[src/rtl/exe_mem_pipe_reg.sv]
// rtl/exe_mem_pipe_reg.sv - elastic EXE->MEM pipeline register with 2-entry skid buffer
// Optional stall counter port stall_cnt is enabled by defining EXE_MEM_PERF_EN.
module exe_mem_pipe_reg #(
  parameter int XLEN       = 64,
  parameter int REG_ADDR_W = 5,
  parameter int MEM_TYPE_W = 2
) (
  input  logic                  clk,
  input  logic                  reset_n,
  input  logic                  valid_e,
  output logic                  ready_e,
  input  logic                  flush,
  input  logic                  reg_write_e,
  input  logic                  mem_write_e,
  input  logic                  mem_to_reg_e,
  input  logic                  mem_read_e,
  input  logic [MEM_TYPE_W-1:0] mem_type_e,
  input  logic                  pc_src_e,
  input  logic [XLEN-1:0]       alu_result_e,
  input  logic [XLEN-1:0]       write_data_e,
  input  logic [REG_ADDR_W-1:0] rd_e,
  input  logic [XLEN-1:0]       pc_target_e,
  output logic                  valid_m,
  input  logic                  ready_m,
  output logic                  reg_write_m,
  output logic                  mem_write_m,
  output logic                  mem_to_reg_m,
  output logic                  mem_read_m,
  output logic [MEM_TYPE_W-1:0] mem_type_m,
  output logic                  pc_src_m,
  output logic [XLEN-1:0]       alu_result_m,
  output logic [XLEN-1:0]       write_data_m,
  output logic [REG_ADDR_W-1:0] rd_m,
  output logic [XLEN-1:0]       pc_target_m
`ifdef EXE_MEM_PERF_EN
  ,
  output logic [31:0]           stall_cnt
`endif
);

  typedef enum logic [1:0] {
    EMPTY = 2'd0,
    ONE   = 2'd1,
    TWO   = 2'd2
  } state_t;

  typedef struct packed {
    logic                  regWrite;
    logic                  memWrite;
    logic                  memToReg;
    logic                  memRead;
    logic                  pcSrc;
    logic [MEM_TYPE_W-1:0] memType;
    logic [XLEN-1:0]       aluResult;
    logic [XLEN-1:0]       writeData;
    logic [XLEN-1:0]       pcTarget;
    logic [REG_ADDR_W-1:0] rd;
  } entry_t;

  state_t state, stateNext;
  entry_t mainEntry, mainNext;
  entry_t skidEntry, skidNext;
  entry_t inEntry;
  logic   readyReg, readyNext;
  logic   inXfer, outXfer;

  // Flushed entries keep their data but must never look like live instructions.
  function automatic entry_t killCtrl(input entry_t e);
    entry_t r;
    r          = e;
    r.regWrite = 1'b0;
    r.memWrite = 1'b0;
    r.memToReg = 1'b0;
    r.memRead  = 1'b0;
    r.pcSrc    = 1'b0;
    return r;
  endfunction

  always_comb begin
    inEntry           = '0;
    inEntry.regWrite  = reg_write_e;
    inEntry.memWrite  = mem_write_e;
    inEntry.memToReg  = mem_to_reg_e;
    inEntry.memRead   = mem_read_e;
    inEntry.pcSrc     = pc_src_e;
    inEntry.memType   = mem_type_e;
    inEntry.aluResult = alu_result_e;
    inEntry.writeData = write_data_e;
    inEntry.pcTarget  = pc_target_e;
    inEntry.rd        = rd_e;
  end

  assign inXfer  = valid_e && readyReg;
  assign outXfer = (state != EMPTY) && ready_m;

  always_comb begin
    stateNext = state;
    mainNext  = mainEntry;
    skidNext  = skidEntry;
    if (flush) begin
      stateNext = EMPTY;
      mainNext  = killCtrl(mainEntry);
      skidNext  = killCtrl(skidEntry);
    end else begin
      case (state)
        EMPTY: begin
          if (inXfer) begin
            mainNext  = inEntry;
            stateNext = ONE;
          end
        end
        ONE: begin
          if (inXfer && outXfer) begin
            mainNext = inEntry;
          end else if (inXfer) begin
            skidNext  = inEntry;
            stateNext = TWO;
          end else if (outXfer) begin
            stateNext = EMPTY;
          end
        end
        TWO: begin
          // readyReg is low here, so nothing can enter while the skid drains.
          if (outXfer) begin
            mainNext  = skidEntry;
            stateNext = ONE;
          end
        end
        default: stateNext = EMPTY;
      endcase
    end
    readyNext = (stateNext != TWO);
  end

  always_ff @(posedge clk or negedge reset_n) begin
    if (!reset_n) begin
      state     <= EMPTY;
      mainEntry <= '0;
      skidEntry <= '0;
      readyReg  <= 1'b1;
    end else begin
      state     <= stateNext;
      mainEntry <= mainNext;
      skidEntry <= skidNext;
      readyReg  <= readyNext;
    end
  end

  assign ready_e      = readyReg;
  assign valid_m      = (state != EMPTY);
  assign reg_write_m  = mainEntry.regWrite && valid_m;
  assign mem_write_m  = mainEntry.memWrite && valid_m;
  assign mem_to_reg_m = mainEntry.memToReg && valid_m;
  assign mem_read_m   = mainEntry.memRead  && valid_m;
  assign pc_src_m     = mainEntry.pcSrc    && valid_m;
  assign mem_type_m   = mainEntry.memType;
  assign alu_result_m = mainEntry.aluResult;
  assign write_data_m = mainEntry.writeData;
  assign rd_m         = mainEntry.rd;
  assign pc_target_m  = mainEntry.pcTarget;

`ifdef EXE_MEM_PERF_EN
  always_ff @(posedge clk or negedge reset_n) begin
    if (!reset_n) begin
      stall_cnt <= '0;
    end else if (valid_m && !ready_m && (stall_cnt != 32'hFFFF_FFFF)) begin
      stall_cnt <= stall_cnt + 32'd1;
    end
  end
`endif

endmodule

[config.mk]
export PLATFORM = sky130hd
export DESIGN_NAME = exe_mem_pipe_reg
export DESIGN_NICKNAME = d
export VERILOG_FILES = /design/src/rtl/exe_mem_pipe_reg.sv
export SDC_FILE = /design/constraint.sdc
export NUM_CORES = 1
export LEC_CHECK = 0
export CAP_MARGIN = 20
export CORE_MARGIN = 2
export CORE_UTILIZATION = 46
export DETAILED_ROUTE_END_ITERATION = 8
export HOLD_SLACK_MARGIN = 0.06
export PLACE_DENSITY = 0.84
export SLEW_MARGIN = 40
export SYNTH_ARGS = -nofsm -noshare
export SYNTH_HDL_FRONTEND = slang
export SYNTH_SLANG_ARGS = --single-unit
[constraint.sdc]
create_clock -name clk -period 1.8 [get_ports clk]
set_clock_uncertainty 0.15 [all_clocks]
set_input_delay 0.18 -clock clk [delete_from_list [all_inputs] [get_ports clk]]
set_output_delay 0.18 -clock clk [all_outputs]
set_load 0.02 [all_outputs]
==> metrics, run 1 <==
Die W=204 um; CTS Root Cell=clkbuf_16; Core Box Area=a little under 40000 um^2; CP required=between 2000 and 2500 ps; post-synthesis compound-gate area fraction=7.51%; hpwl dp=about 35000 um; share of layout cells above drive strength 1=25.6%; dominant synthesized flop cell=dfrtp_1; pin count of the biggest net entering global routing=50; critical path's most frequent cell=buf_12; largest family of logic cells by synthesized area=simple AND/OR/NAND/NOR gates; xor and xnor area share after synthesis=less than 1%; initial antenna violation count=5; Mapped Avg Cell Area=~8.4 um^2; Setup violations, final=roughly 440; CP Launch Type=register; Post-synth EDFFs=0; die area=between 40000 and 50000 um^2; grt ovf=0; slack of the critical path=-346 ps; H-tree Lvls=2; Netlist Area Pre-Place=between 15000 and 20000 um^2; crit path DAT=2420 ps; Synth Instances=around 2200; number of global-route vias before repair=~19000; outcome=finished, violations left; Residual DRC=0; final wirelength=approximately 90000 um; first-pass GRT wire length=around 100000 um; Slew headroom=just under 70%; Reg-to-Reg Start=state[1]; via count=around 20000; worst hold path type=input pin to register; M3 GR Usage=7.99%; final instance count without filler cells=between 3000 and 4000; ys async rst share=100%; CP max stage cell=dfrtp_1; drt first-iter violations=2284; met1 global-route usage=37.1%; Die Y=204 um; synth unique cells=22; delay-heaviest family, CP=compound AO/OA/AOI/OAI gates; Period minus WS final=between 2000 and 2500 ps; Tot GR Track Use=between 30% and 40%; DRT Pass-1 Iters=9; Placement Rows=73; Pwr per Cell Area=just over 1000 nW/um^2; critical path peak fanout=9; failing checks=setup timing; post-route ant nets=0; number of synthesized register bits=around 410; CP Class=register to register; worst setup path end=write_data_m[48]; worst setup path startpoint=state[1]; Synth area leader=dfrtp_1; Period Utilization, post-route=119%; dpl ws=-452 ps; Synth top cells by count=1011 x nand2_1, 410 x dfrtp_1, 204 x nor2_1, 199 x a31oi_1, 199 x buf_4; Pleak=around 14 nW; Max-Cap Viols=0; Routed WL per cell=roughly 27 um; via density per instance=6.12; Hold Startpoint=alu_result_e[19]; GR Layer Usage met2=a little over half; cts bufs inserted=44; IO buf count=414; clock sink count=~410; Synth Net Count=2398; placed cells=2896; Worst Tran Pin Value=approximately 490 ps; WP depth=7; maximum vdd drop=~0.00092 V; Synth top area share=between 50% and 60%; Clock transition at path regs=about 60 ps; Fin. Hold Viols=0; setup tns final=-84260 ps; worst reg-to-reg path cell count=7; post-synthesis sequential area ratio=about 56%; crit path cell chain=or2_1 -> o32ai_4 -> buf_6 -> buf_12 -> buf_12 -> nor2_2 -> a31oi_1; dominant cells by area after synthesis=dfrtp_1 56%, nand2_1 21%, buf_4 8.1%; fmax=roughly 470 MHz; crit end category=register; WP buf/inv=3; crit-path max cell delay=about 400 ps; Slew Limit Fails=0; Syn. warnings=0; CTS tree=yes; R2R setup slack=-350 ps; grt peak-use layer=met2; most common cell in the netlist=nand2_1; # IOs=~420; RSZ-0062 raised after global routing=yes; post-synthesis mux area share=0%; Initial Util=46.5%; clk buf depth=3; Area Overhead vs Synth=63.8%; post-layout util=about three quarters; Hold Path Depth=3; Post-Synth Simple-Gate Area=approximately a quarter; Worst-Skew Late Latency=around 570 ps; area share of fa/ha/maj cells after synthesis=0%; Placer Congestion=0.885; reg2reg end=write_data_m[48]; Filler Cell Count=roughly 2000; Final #Nets=between 2000 and 3000
flip-flops by register name (all words and copies together) (netlist names):
name and cells:
skidEntry 204, alu_result_m 64, mainEntry 5, write_data_m 64, pc_target_m 64, rd_m 5
ready_e 1, state 2, mem_type_m 2
layout by cell type, fill, tap and decap left out, types with 2 or more instances in the layout:
cell type / n
dlygate4sd3_1: 142
a31oi_2: 12
nor2_2: 31
a31oi_4: 12
nand2_2: 170
buf_4: 45
buf_8: 24
clkinv_4: 2
nor2_4: 28
a22o_1: 10
clkbuf_16: 88
a31oi_1: 175
clkinv_2: 7
nand2_1: 727
nand2_4: 114
nor2b_4: 5
dfrtp_1: 409
clkdlybuf4s50_1: 231
clkbuf_8: 13
dlygate4sd2_1: 176
buf_16: 38
buf_12: 74
clkbuf_1: 12
buf_6: 27
nor2_1: 145
diode_2: 3
report_power, final:
| group | internal, W | switching, W | total (W) |
|---|---|---|---|
| combinational | 0.00384 | 0.00487 | 0.00871 |
| clock | 0.00515 | 0.00396 | 0.00911 |
| sequential | 0.0114 | 0.00198 | 0.0134 |
| total | 0.0204 | 0.0108 | 0.0312 |
through the flow:
step	hold slack [ps]	cell area, um^2	power (W)
2_1_floorplan	-266	18500	0.0170
3_3_place_gp	-28.7	22400	0.0191
3_5_place_dp	-24.3	22400	0.0194
4_1_cts	60.5	27100	0.0285
5_1_grt	75.3	30200	0.0320
6_report	82.5	30200	0.0312
layout make-up:
class | instances | area (um^2) | area share (%)
sequential | 411 | 10300 | 34.1
clock buffer | 70 | 1350 | 4.47
tap | 525 | 657 | 2.18
inverter | 2 | 7.51 | 0.0249
antenna | 3 | 7.51 | 0.0249
multi-input combinational | 1442 | 7930 | 26.3
clock inverter | 10 | 60.1 | 0.199
timing repair buffer | 800 | 9880 | 32.7
layer usage:
layer / wire (um) / part of all wire [%]
met1: 28000 / 32
met2: 41600 / 48
met3: 10200 / 12
met4: 7580 / 8.7
met5: 31 / 0.035
worst register-to-register path: cells and delay by family (launching register included):
kind,cells,cell delay [ps]
AO/OA/AOI/OAI,2,620
AND/OR/NAND/NOR,2,330
buffers and inverters,3,530
flip-flops,1,400
cell families after synthesis:
kind of cell              Yosys count
DFF                               411
buffers and inverters             336
and+or+nand+nor                  1228
xor gates and xnor gates            1
AOI/OAI and AO/OA                 213
worst min path at each step:
stage	endpoint
2_1_floorplan	alu_result_m[0]
3_3_place_gp	skidEntry[17]
3_5_place_dp	skidEntry[17]
4_1_cts	skidEntry[154]
5_1_grt	skidEntry[5]
6_report	skidEntry[152]
repair_timing:
action,4_1_cts,5_1_grt
endpoints found under the hold margin,600,0
gates resized for setup,391,522
hold buffers,143,0
endpoints found under the setup margin,588,439
pin swaps,60,194
cloned,39,49
setup buffers,33,31
(Power assumes the default switching activity.)
==> inputs of run 2 (changes only) <==
--- a/config.mk
+++ b/config.mk
@@ -10,7 +10,7 @@
 export CORE_UTILIZATION = 46
 export DETAILED_ROUTE_END_ITERATION = 8
 export HOLD_SLACK_MARGIN = 0.06
-export PLACE_DENSITY = 0.84
+export PLACE_DENSITY_LB_ADDON = 0.25
 export SLEW_MARGIN = 40
 export SYNTH_ARGS = -nofsm -noshare
 export SYNTH_HDL_FRONTEND = slang
==> metrics, run 2 (synthesis gave the netlist of run 1 again) <==
CTS Root Cell=clkbuf_16; # IOs=415 (unchanged); outcome=finished, violations left; final wirelength=59300 um (-32%); worst setup path end=pc_target_m[21]; Slew Limit Fails=0 (unchanged); Pleak=12.5 nW (-11%); critical path peak fanout=8 (-1); Reg-to-Reg Start=state[1]; crit-path max cell delay=390 ps (about the same); slack of the critical path=-203 ps (+143 ps); worst setup path startpoint=state[1]; clock sink count=411 (unchanged); Max-Cap Viols=0 (unchanged); Post-DP Area=22400 um^2 (-0.19%); share of layout cells above drive strength 1=10.1% (-15 points); Routed WL per cell=18.7 um (-30%); cts bufs inserted=44 (unchanged); reg2reg end=pc_target_m[21]; Period Utilization, post-route=111% (-8.0 points); crit path DAT=2310 ps (-110 ps); IO buf count=414 (unchanged); Fin. Hold Viols=0 (unchanged); crit path cell chain=or2_1 -> o32ai_4 -> buf_12 -> clkbuf_16 -> buf_16 -> nor2_1 -> a31oi_1; commonest cells after routing, fill and taps aside=1002 x nand2_1, 410 x dfrtp_1, 220 x clkdlybuf4s50_1; Setup violations, final=423 (-3.6%); Pwr per Cell Area=1070 nW/um^2 (+3.7%); Clock transition at path regs=60 ps (about the same); Core Box Area=39600 um^2 (unchanged); Die W=204 um (unchanged); via density per instance=5.24 (-14%); Initial Util=46.5% (unchanged); Die Y=204 um (unchanged); worst reg-to-reg path cell count=7 (unchanged); hpwl dp=33500 um (-5.2%); maximum vdd drop=0.000832 V (-9.4%); initial antenna violation count=3 (-2); fmax=499 MHz (+7.2%); CP max stage cell=dfrtp_1; drt first-iter violations=1229 (-46%); Area Overhead vs Synth=44.6%; Slew headroom=70.1% (+2.6 points); H-tree Lvls=2 (unchanged); design area=26600 um^2 (-12%); placed cells=2884 (-0.41%); Tot GR Track Use=25.6% (-6.5 points); via count=16600 (-17%); final instance count without filler cells=3177 (-2.6%); R2R setup slack=-200 ps (+140 ps); Placer Congestion=0.799 (-9.7%); worst hold path type=input pin to register; clk buf depth=3 (unchanged); die area=41700 um^2 (unchanged); Filler Cell Count=2986 (+46%); grt ovf=0 (unchanged); post-route ant nets=0 (unchanged); CP Launch Type=register; Placement Rows=73 (unchanged); crit end category=register; failing checks=setup timing; most common cell after layout, fill and taps aside=nand2_1; Period minus WS final=2000 ps (-143 ps); first-pass GRT wire length=84800 um (-19%); RSZ-0062 raised after global routing=yes; pin count of the biggest net entering global routing=74 (+48%); Residual DRC=0 (unchanged); Worst-Skew Late Latency=560 ps (about the same); dpl ws=-406 ps (+45.9 ps); Largest Register=skidEntry; Worst Tran Pin Value=448 ps (-36.8 ps); CP required=2100 ps (+20 ps); CTS tree=yes; number of global-route vias before repair=15900 (-16%); Final #Nets=2829 (-2.8%); DRT Pass-1 Iters=5 (-4); number of flip-flops in the largest register=204 (unchanged); CP Class=register to register
[run 2: how the worst min path moves through the flow]
stage | to | depth (start not counted) | slack (ps) | startpoint
2_1_floorplan | alu_result_m[0] | 0 | -270 | reset_n
3_3_place_gp | alu_result_m[52] | 1 | -100 | reset_n
3_5_place_dp | alu_result_m[51] | 1 | -100 | reset_n
4_1_cts | skidEntry[58] | 3 | 60 | pc_target_e[53]
5_1_grt | skidEntry[49] | 3 | 70 | pc_target_e[44]
6_report | skidEntry[127] | 3 | 70 | write_data_e[58]
[run 2: cell type report]
cell class,count,area [um^2],area share (%)
Timing Repair Buffer,719,8040,30.2
Clock inverter,12,119,0.446
Sequential cell,411,10300,38.6
Inverter,2,7.51,0.0282
Multi-Input combinational cell,1442,6220,23.4
Tap cell,525,657,2.47
Clock buffer,65,1300,4.89
Antenna cell,1,2.50,0.00940
[run 2: critical path: cells and delay by family, from the launching register on]
family,cells,cell delay (ps)
and+or+nand+nor,2,310
DFF,1,390
buffers and inverters,3,530
AOI/OAI and AO/OA,2,510
[run 2: where the power goes]
group	internal [W]	switching [W]
logic	0.00311	0.00374
registers	0.0114	0.00133
clock network	0.00528	0.00370
[run 2: timing repair]
| action | CTS | global route |
|---|---|---|
| hold buffers | 162 | 0 |
| gates cloned | 7 | 33 |
| endpoints found under the setup margin | 586 | 428 |
| endpoints found under the hold margin | 652 | 0 |
| pin swaps | 2 | 6 |
| resized for setup | 233 | 98 |
| buffers inserted | 4 | 14 |
[run 2: per-layer routing]
metal,wire length [um],part of all wire [%],track usage (%)
met2,29500,50,42.9
met1,23500,40,33.1
met3,4460,7.5,4.94
met4,1790,3.0,9.32
met5,28,0.047,0
[run 2: metrics by stage]
step / power (W) / util (%) / TNS (ps) / hold slack, ps
finish: 0.0285 / 67.2 / -34210 / 71.3
global route: 0.0298 / 67.2 / -62590 / 68.1
global placement: 0.0191 / 56.5 / -84780 / -98.9
detailed placement: 0.0194 / 56.5 / -94470 / -96.5
floorplan: 0.0170 / - / -14190 / -266
CTS: 0.0281 / 64.3 / -27920 / 60.0
==> RTL edit 1, RTL diff (flow settings as in run 2) <==
The parameter `XLEN` goes from 64 to 128.
--- a/src/rtl/exe_mem_pipe_reg.sv
+++ b/src/rtl/exe_mem_pipe_reg.sv
@@ -3,3 +3,3 @@
 module exe_mem_pipe_reg #(
-  parameter int XLEN       = 64,
+  parameter int XLEN       = 128,
   parameter int REG_ADDR_W = 5,
Ports: changed (6 resized); port bits go from 415 to 799. No check against the original RTL was run, so the function may have changed too.
==> RTL edit 1 against run 2 <==
The run still ends with negative setup slack left; total power is 100% higher; sequential cell count is 384 higher; final area is 97% higher; non-clock buffer count is 734 higher; routed wire length is 98% higher; area after synthesis is 92% higher; setup slack worse by 0.15 ns; first-iteration DRC count is 63% higher; hold slack better by 0.035 ns; critical path type unchanged; highest routed layer unchanged.
==> RTL edit 1: results <==
group,metric,value,unit
grt,track_usage,0.276,
grt,grt_pass1_wl,169000,microns
logic_synthesis,synth_seq_area_share,0.562,
logic_synthesis,syn_nets,3802,
timing,setup_viol,1105,
worst_setup_path,cp_data_arrival_time,2.52,ns
power,p_leak,22.6,nW
clock_tree,postCtsSetupBuffers,33,
place,pre_cts_slack,-0.476,ns
logic_synthesis,synthAdderAreaFrac,0,
place,portBuffers,798,
routing,drt_wl_total,117000,microns
job,drv_cap,0,
grt,grt_pass1_vias,28913,
logic_synthesis,synth_compound_area_frac,0.0730,
timing,slew_headroom,0.591,
outcome,violations,"negative setup slack",
logic_synthesis,synth_cell_types,26,
logic_synthesis,synth_mux_area_frac,0.126,
routing,drtIter0Drc,2005,
routing,vias_per_cell,5.32,
logic_synthesis,yosys_most_used_dff,"dfrtp_1",
logic_synthesis,syn_area_per_cell,10.4,sq um
cells_and_area,final_cell_count_no_fill,5427,
worst_setup_path,critPathMaxFanout,7,
cells_and_area,top_register,"skidEntry",
worst_setup_path,slowest_delay,0.55,ns
cells_and_area,num-nets-final,4731,
logic_synthesis,ys_warn_count,0,
place,dp.cells,4786,
worst_setup_path,reg2reg_depth,7,
clock_tree,clk_latency,0.62,ns
clock_tree,cts_made_buffers,84,
cells_and_area,drive_gt1_frac,0.193,
grt,grt_max_degree,108,
logic_synthesis,synth_area_leaders,"dfrtp_1 56%, mux2_2 12%, buf_4 8.5%",
outcome,status,"finished, violations left",
routing,dr.pass1.iters,6,
place,gp_congestion,0.846,
cells_and_area,largest_register_ffs,396,
place,place_area,0.0430,sq mm
grt,antenna_found_initial,10,
clock_tree,htree_levels,3,
logic_synthesis,synthArstFlopShare,1.00,
clock_tree,ctsHoldBuffers,364,
power,ir_worst_vdd,0.000787,V
logic_synthesis,yosys.area_share.xor_xnor,0.000247,
timing,fin_ws,-0.353,ns
clock_tree,cts_resized,225,
timing,tns,-229.63,ns
place,hpwl,71700,microns
worst_setup_path,cpMaxStageDelayCell,"dfstp_2",
logic_synthesis,ys_top_cells_by_count,"794 x dfrtp_1, 783 x nand2_1, 403 x buf_4, 396 x nor2_1",
[RTL edit 1: cell types whose count changed after synthesis, sizes merged, moves of 30 or more]
cell,change
nor2,+192
dfrtp,+384
mux2,+391
a31oi,+192
clkbuf,+30
nand2,-228
buf,+246
[RTL edit 1: layout make-up]
| type | count | area [sq um] |
|---|---|---|
| fillers | 5213 | 23600 |
| well taps | 1030 | 1290 |
| diodes | 7 | 17.5 |
| flip-flops and latches | 795 | 19900 |
| inverters | 2 | 7.51 |
| multi-input cells | 1994 | 11900 |
| clock inverters | 25 | 297 |
| repair buffers | 1453 | 16600 |
| clock buffers | 121 | 2480 |
[RTL edit 1: metal layers]
layer,GRT usage,up-vias,part of all wire
met5,0,-,0.00055
met4,0.149,10,0.060
met3,0.0652,398,0.069
met2,0.464,1174,0.49
met1,0.328,14401,0.38
li1,-,12906,-
[RTL edit 1: worst paths after layout]
path / slack (ns) / startpoint / end
max in group asynchronous: 0.72 / reset_n / alu_result_m[31]$_DFFE_PN0P_
worst max register to register: -0.35 / ready_e$_DFF_PN1_ / alu_result_m[16]$_DFFE_PN0P_
worst max-delay path: -0.35 / ready_e$_DFF_PN1_ / alu_result_m[16]$_DFFE_PN0P_
worst min-delay path: 0.11 / alu_result_e[115] / alu_result_m[115]$_DFFE_PN0P_
worst min register to register: 0.34 / mainEntry[392]$_DFFE_PN0P_ / mainEntry[392]$_DFFE_PN0P_
min in group asynchronous: 0.13 / reset_n / pc_target_m[27]$_DFFE_PN0P_
[RTL edit 1: power breakdown]
part           switching (mW)  total [mW]  internal (mW)  leakage (nW)
Combinational            7.05        15.3           8.21          11.9
Clock                    7.26        17.6           10.3          1.37
Sequential               2.72        25.1           22.3          9.30
Total                    17.0        57.9           40.8          22.6
==> RTL edit 2, RTL diff (flow settings as in run 2) <==
Made on the original files. Add an input register stage for `pc_target_e`; this delays it by one clock. The other inputs are not delayed to match.
--- a/src/rtl/exe_mem_pipe_reg.sv
+++ b/src/rtl/exe_mem_pipe_reg.sv
@@ -59,2 +59,8 @@
 
+  logic [XLEN-1:0] pc_target_e_q;
+
+  always_ff @(posedge clk) begin
+    pc_target_e_q <= pc_target_e;
+  end
+
   state_t state, stateNext;
@@ -88,3 +94,3 @@
     inEntry.writeData = write_data_e;
-    inEntry.pcTarget  = pc_target_e;
+    inEntry.pcTarget  = pc_target_e_q;
     inEntry.rd        = rd_e;
Check against the original RTL: not equivalent (a bounded check fails within 4 cycles, from zero or initial values and one cycle with reset_n low).
==> RTL edit 2 against run 2 <==
The flow still finishes with violations (negative setup slack); area after synthesis up 7.0%; total power increased by 9.5%; routed wire length shrank 2.1%; combinational power increased by 3%; via count increased by 1.9%; largest power group unchanged; non-clock buffer count rose by 20; sequential power rose by 13%; die area is 6.8% higher; final area is 6.3% higher; setup slack got worse by 0.15 ns; synthesized cell count increased by 2.9%; critical path depth is 1 higher; sequential cell count is 64 higher; sequential share of layout area up 2.2 points.
==> RTL edit 2: results <==
group,metric,value,unit
power,p_comb_frac,0.226,
routing,via_count,16967,
grt,grt_max_degree,87,
cells_and_area,clkCellAreaFrac,0.0555,
clock_tree,cts_made_buffers,49,
worst_setup_path,critPathMaxFanout,19,
cells_and_area,fill_cells,3057,
routing,drt_wl_total,58100,microns
cells_and_area,drive_gt1_frac,0.109,
routing,drtIter0Drc,1493,
clock_tree,numClockSinks,475,
timing,fin_ws,-0.348,ns
floorplanning,rows,75,
logic_synthesis,syn_area_per_cell,8.74,sq um
logic_synthesis,synthArstFlopShare,0.865,
place,dp.cells,2965,
worst_setup_path,reg2reg_depth,8,
logic_synthesis,syn_nets,2462,
worst_hold_path,hold_end,"skidEntry[2]$_DFFE_PN0P_",
place,hpwl,34700,microns
cells_and_area,largest_register_ffs,204,
cells_and_area,num-nets-final,2918,
place,pre_cts_slack,-0.455,ns
worst_setup_path,r2r_end,"alu_result_m[57]$_DFFE_PN0P_",
cells_and_area,buf_share,0.285,
timing,setup_viol,466,
power,clk-power,9.89,mW
worst_hold_path,worstHoldStart,"rd_e[2]",
power,p_leak,13.1,nW
timing,tns,-86.44,ns
cells_and_area,stdcell_area,0.0283,sq mm
cells_and_area,diodes,3,
cells_and_area,num-clock-buffers,74,
outcome,status,"finished, violations left",
cells_and_area,multi_input_area_share,0.227,
power,p_sw,9.40,mW
cells_and_area,nonClockBufferCount,739,
power,pg_comb,7.05,mW
place,place_area,0.0237,sq mm
logic_synthesis,synth_cell_types,23,
place,gp_congestion,0.820,
power,ir_worst_vdd,0.000801,V
grt,grt_pass1_vias,16211,
cells_and_area,seqAreaFraction,0.408,
worst_setup_path,cp_data_arrival_time,2.49,ns
grt,grt_pass1_wl,85700,microns
routing,wl_per_cell,17.7,microns
outcome,violations,"negative setup slack",
timing,worstMarginPinSlew,0.510,ns
logic_synthesis,synth_seq_area_share,0.587,
grt,antenna_found_initial,4,
grt,track_usage,0.241,
timing,fin_hold_ws,0.0891,ns
-- RTL edit 2: per-layer routing --
metal / up-vias / global-route usage / wire length, microns
met2: 661 / 0.404 / 28600
met3: 137 / 0.0385 / 3550
met4: 0 / 0.0981 / 2130
li1: 7877 / - / -
met5: - / 0 / 0
met1: 8292 / 0.315 / 23800
-- RTL edit 2: cell families after synthesis --
group / Yosys count / share of synthesized area
xor+xnor: 1 / 0.000445
compound gates: 213 / 0.0702
simple gates: 1228 / 0.236
buf+inv: 336 / 0.106
flops: 475 / 0.587
-- RTL edit 2: what timing repair did --
item | CTS | global route
pin swaps | 1 | 3
setup buffers | 7 | 6
setup endpoints to repair | 468 | 466
endpoints found under the hold margin | 688 | 0
gates cloned | 3 | 24
resized for setup | 212 | 120
hold buffers | 193 | 0
